## src/rtl/vb_pkg.sv

```systemverilog
// Shared definitions for the VRAM block-transfer controller: FSM state
// encodings, HDMA MMIO register addresses, block size and the FF55 read
// formatter.
package vb_pkg;

   // FSM state encodings
   localparam logic [2:0] ST_IDLE  = 3'd0;
   localparam logic [2:0] ST_REQ   = 3'd1;
   localparam logic [2:0] ST_RD    = 3'd2;
   localparam logic [2:0] ST_WR    = 3'd3;
   localparam logic [2:0] ST_HWAIT = 3'd4;

   // HDMA MMIO register addresses
   localparam logic [15:0] ADDR_HDMA1 = 16'hFF51;
   localparam logic [15:0] ADDR_HDMA2 = 16'hFF52;
   localparam logic [15:0] ADDR_HDMA3 = 16'hFF53;
   localparam logic [15:0] ADDR_HDMA4 = 16'hFF54;
   localparam logic [15:0] ADDR_HDMA5 = 16'hFF55;

   // Bytes moved per block, and the index of the last byte in a block
   localparam int         BLOCK_BYTES = 16;
   localparam logic [3:0] LAST_BYTE   = 4'(BLOCK_BYTES - 1);

   // FF55 read value: bit 7 is clear while a transfer is active
   function automatic logic [7:0] ff55_value(input logic active, input logic [6:0] len);
      return {~active, len};
   endfunction

endpackage

```

## src/rtl/vram_hdma.sv

```systemverilog
// CGB-style VRAM block-transfer controller. Holds the HDMA MMIO registers
// and copies 16-byte blocks from the source bus into VRAM, either all at
// once (GDMA) or one block per horizontal blank (HDMA). Strobes are decoded
// directly from the registered FSM state.
module vram_hdma
   import vb_pkg::*;
(
   input  logic        clk,
   input  logic        rst,
   input  logic [15:0] a,
   input  logic [7:0]  din,
   output logic [7:0]  dout,
   input  logic        rd,
   input  logic        wr,
   input  logic        hblank,
   input  logic        lcd_on,
   output logic        bus_req,
   input  logic        bus_gnt,
   output logic [15:0] src_a,
   output logic        src_rd,
   input  logic [7:0]  src_din,
   output logic [12:0] vram_a,
   output logic [7:0]  vram_dout,
   output logic        vram_wr,
   output logic        cpu_stall
);

   logic [2:0]  state;
   logic [15:0] src;
   logic [12:0] dst;
   logic [6:0]  len;
   logic        hdma;
   logic        cancel;
   logic [3:0]  byte_cnt;
   logic        ff55_wr;
   logic        stop_req;

   assign ff55_wr  = wr && (a == ADDR_HDMA5);
   // A bit7=0 write to FF55 during an HDMA asks for termination
   assign stop_req = ff55_wr && !din[7];

   // FSM, address counters, remaining-length counter and MMIO register writes
   always_ff @(posedge clk) begin
      if (!rst) begin
         state    <= ST_IDLE;
         src      <= 16'h0000;
         dst      <= 13'h0000;
         len      <= 7'h7F;
         hdma     <= 1'b0;
         cancel   <= 1'b0;
         byte_cnt <= 4'h0;
      end else begin
         case (state)
            ST_IDLE: begin
               if (wr && (a == ADDR_HDMA1)) src[15:8] <= din;
               if (wr && (a == ADDR_HDMA2)) src[7:0]  <= {din[7:4], 4'h0};
               if (wr && (a == ADDR_HDMA3)) dst[12:8] <= din[4:0];
               if (wr && (a == ADDR_HDMA4)) dst[7:0]  <= {din[7:4], 4'h0};
               if (ff55_wr) begin
                  len      <= din[6:0];
                  hdma     <= din[7];
                  cancel   <= 1'b0;
                  byte_cnt <= 4'h0;
                  // HDMA with the LCD running waits for the first hblank
                  state    <= (din[7] && lcd_on) ? ST_HWAIT : ST_REQ;
               end
            end
            ST_HWAIT: begin
               if (stop_req || cancel) begin
                  state <= ST_IDLE;
               end else if (hblank || !lcd_on) begin
                  state <= ST_REQ;
               end
            end
            ST_REQ: begin
               if (stop_req && hdma) cancel <= 1'b1;
               if (bus_gnt) state <= ST_RD;
            end
            ST_RD: begin
               if (stop_req && hdma) cancel <= 1'b1;
               src   <= src + 16'd1;
               state <= ST_WR;
            end
            ST_WR: begin
               if (stop_req && hdma) cancel <= 1'b1;
               dst      <= dst + 13'd1;
               byte_cnt <= byte_cnt + 4'd1;
               if (byte_cnt == LAST_BYTE) begin
                  if (dst == 13'h1FFF) begin
                     // VRAM offset wrapped: the transfer ends here
                     len   <= 7'h7F;
                     state <= ST_IDLE;
                  end else begin
                     // LEN of 0 wraps to 0x7F so FF55 reads 0xFF when done
                     len <= len - 7'd1;
                     if ((len == 7'd0) || cancel || (stop_req && hdma)) begin
                        state <= ST_IDLE;
                     end else if (hdma) begin
                        state <= ST_HWAIT;
                     end else begin
                        state <= ST_REQ;
                     end
                  end
               end else begin
                  state <= ST_RD;
               end
            end
            default: state <= ST_IDLE;
         endcase
      end
   end

   assign bus_req   = (state == ST_REQ) || (state == ST_RD) || (state == ST_WR);
   assign cpu_stall = (state != ST_IDLE) && (state != ST_HWAIT);
   assign src_rd    = (state == ST_RD);
   assign src_a     = src;
   assign vram_wr   = (state == ST_WR);
   assign vram_a    = dst;
   assign vram_dout = src_din;

   // MMIO read mux: only FF55 is readable, everything else reads 0xFF
   always_comb begin
      dout = 8'hFF;
      if (rd && (a == ADDR_HDMA5)) begin
         dout = ff55_value(state != ST_IDLE, len);
      end else begin
         dout = 8'hFF;
      end
   end

endmodule

```

## config.mk

```make
export PLATFORM = sky130hd
export DESIGN_NAME = vram_hdma
export DESIGN_NICKNAME = d
export VERILOG_FILES = /design/src/rtl/vb_pkg.sv /design/src/rtl/vram_hdma.sv
export SDC_FILE = /design/constraint.sdc
export NUM_CORES = 1
export LEC_CHECK = 0
export CAP_MARGIN = 20
export CORE_MARGIN = 4
export CORE_UTILIZATION = 33
export CTS_CLUSTER_SIZE = 10
export DETAILED_ROUTE_END_ITERATION = 10
export SYNTH_ARGS = -nofsm -noshare
export SYNTH_HDL_FRONTEND = slang
export SYNTH_SLANG_ARGS = --single-unit
```

## constraint.sdc

```tcl
create_clock -name clk -period 2.1 [get_ports clk]
set_clock_uncertainty 0.2 [all_clocks]
set_input_delay 0.42 -clock clk [delete_from_list [all_inputs] [get_ports clk]]
set_output_delay 0.42 -clock clk [all_outputs]
set_load 0.05 [all_outputs]
```

==> impl_metrics.env <==
export IMPL_outcome="complete, but fails checks"
export IMPL_violations="negative setup slack"
export IMPL_drv_cap=0
export IMPL_fmax_mhz=432
export IMPL_switchingPower_uw=531
export IMPL_cp_max_fo=8
export IMPL_yosysWarnings=0
export IMPL_syn_num_nets=401
export IMPL_crit_required_ns=1.48
export IMPL_peakVddDrop_mv=0.250
export IMPL_hold_class="flop to flop"
export IMPL_grt_use_total_pct=18.4
export IMPL_p_int_uw=1390
export IMPL_critPathCaptureType="output port"
export IMPL_synth_top_cell_area_share_pct=32.8
export IMPL_cts_htree_levels=2
export IMPL_total_power_uw=1920
export IMPL_clkTransAtPathRegs_ns=0.09
export IMPL_fin_setup_tns_ns=-1.81
export IMPL_drc=0
export IMPL_layout_setup_ws_ns=-0.215
export IMPL_p_leak_uw=0.00182
export IMPL_pre_cts_slack_ns=-0.655
export IMPL_nFillCells=829
export IMPL_clockBufferDepth=2
export IMPL_root_buffer="clkbuf_8"
export IMPL_switching_share_pct=27.7
export IMPL_startpoint_type="input port"
export IMPL_arrival_ns=1.70
export IMPL_start_util_pct=33.6
export IMPL_dp_cells=564
export IMPL_portBuffers=71
export IMPL_ys_ff_latch=45
export IMPL_tightest_slew_ns=0.427
export IMPL_period_needed_ns=2.32
export IMPL_grt_pass1_wl_um=14800
export IMPL_rsz0062_at_grt="yes"
export IMPL_die_w_um=99.2
export IMPL_syn_to_final_growth_pct=56.6
export IMPL_syn_area_per_cell_um2=7.70
export IMPL_path_class="input port to output port"
export IMPL_dpl_instance_area_um2=3900
export IMPL_die_height_um=99.2
export IMPL_drtIter0Drc=167
export IMPL_grt_antenna_before_repair=0
export IMPL_min_period_over_period_pct=110
export IMPL_cts_tree="built"
export IMPL_die_area_um2=9850
export IMPL_route_vias_total=3238
export IMPL_synth_edf_count=0
export IMPL_num_nets_final=526
export IMPL_place_gp_congestion=0.880
export IMPL_ys_seq_area_share_pct=32.8
export IMPL_synthDistinctLibCells=63
export IMPL_async_reset_ff_share_pct=0
export IMPL_cts_sinks=45
export IMPL_antennaDiodeCount=0
export IMPL_first_pass_iters=6
export IMPL_rows=33
export IMPL_final_cell_mix="98 x buf_4, 34 x nand2_1, 33 x dfxtp_1"
export IMPL_avgRoutedWirePerCell_um=16.2
export IMPL_synth_area_top_cells="dfxtp_1 33%, nand2_1 5.1%, a21oi_1 4.6%"
export IMPL_synth_largest_area_cell="dfxtp_1"
export IMPL_overflow=0
export IMPL_hpwl_um=7110
export IMPL_relSlewSlack_pct=71.3
export IMPL_stdcell_count=588
export IMPL_clock_power_share_pct=35.6
export IMPL_hold_violations=0
export IMPL_syn_inst=357
export IMPL_core_um2=8180
export IMPL_wl_um=9540
export IMPL_ys_flop_type="dfxtp_1"
export IMPL_grt_pass1_vias=2997
export IMPL_ant_nets=0
export IMPL_syn_area_um2=2750
export IMPL_final_common_cell="buf_4"
export IMPL_drv_slew=0
export IMPL_clock_latency_ns=0.30
export IMPL_grt_start_max_net_pins=18
export IMPL_drive_above_1_share_pct=37.7
export IMPL_design_area_um2=4300
export IMPL_p_seq_share_pct=45.6
export IMPL_setup_viol=15
export IMPL_ioPinCount=88
export IMPL_cts_made_buffers=5
export IMPL_p_per_area_nw_per_um2=445
export IMPL_vias_per_cell=5.51
export IMPL_power_frac_comb_pct=18.8
[synth_stat cells, types with 3 or more instances]
library cell	number
a21oi_1	25
and3_1	4
a2bb2oi_1	4
xor2_1	3
o22ai_1	5
inv_1	7
nor4_1	6
nand4_1	14
nor2_1	28
a31oi_1	8
a32oi_1	4
ha_1	5
clkbuf_1	15
or4_1	3
dfxtp_1	45
o21ai_0	15
nand3b_1	5
nand2b_1	11
a211oi_1	5
o221ai_1	3
buf_4	8
nand3_1	23
or3_1	4
buf_2	3
o211ai_1	4
nand2_1	37
nor3_1	15
[metal layers]
metal	global-route usage [%]	up-vias	routed length, µm
met5	0	-	0
li1	-	1592	-
met1	24.8	1510	4250
met2	30.2	120	4420
met4	4.94	0	200
met3	3.44	16	674
[path summary, 6_finish.rpt]
check	start	end	slack, ns	depth (start not counted)
setup / recovery	a[1]	dout[4]	-0.22	8
hold reg to reg	vram_a[5]	vram_a[5]	0.26	1
hold / removal	vram_a[5]	vram_a[5]	0.26	1
setup reg to reg	byte_cnt[1]	state[2]	0.02	6
[timing repair]
action	in CTS	in global routing
cloned	0	2
hold buffers	0	0
setup endpoints to repair	42	30
resized for setup	75	22
pin swaps	9	9
buffers inserted	4	11
[worst max-delay path, stage by stage]
cell and delay [ns]:
buf_6 0.09, nand3b_1 0.21, nor4_4 0.27, buf_4 0.15, and3_4 0.19, buf_12 0.15, nand2b_4 0.06, buf_8 0.14
[final cells by class]
cell class                 count  area (µm²)  area share, %
clock buffer                   6        72.6           1.69
timing repair buffer         144        1240           28.9
tap                          105         131           3.05
inverter                       9        43.8           1.02
sequential                    45         921           21.4
multi-input combinational    277        1850           43.0
clock inverter                 2        38.8          0.902
[through the flow]
stage,hold WS [ns],util (%)
finish,0.264,52.6
detailed placement,0.256,47.7
global route,0.293,52.6
floorplan,0.258,-
CTS,0.269,50.7
global placement,0.261,47.7
[registers in the layout, summed over array words and instances, names as in the netlist]
name / flops
src_a: 16
vram_a: 13
len: 7
byte_cnt: 4
state: 3
cancel: 1
hdma: 1
[kinds of logic (layout without fill, tap and decap cells)]
group,Yosys count,after routing,synth area share [%]
simple gates,173,175,34.2
compound gates,91,91,22.2
flops,45,45,32.8
buf+inv,37,161,6.56
fa+ha+maj,5,5,2.28
xor+xnor,4,4,1.28
mux,2,2,0.729
[power by group through the flow]
stage	Sequential (µW)	Combinational, µW	Clock (µW)
global placement	889	342	0
CTS	871	341	693
global route	875	381	729
detailed placement	890	343	0
floorplan	893	182	0
finish	873	360	683
(Power assumes the default switching activity.)
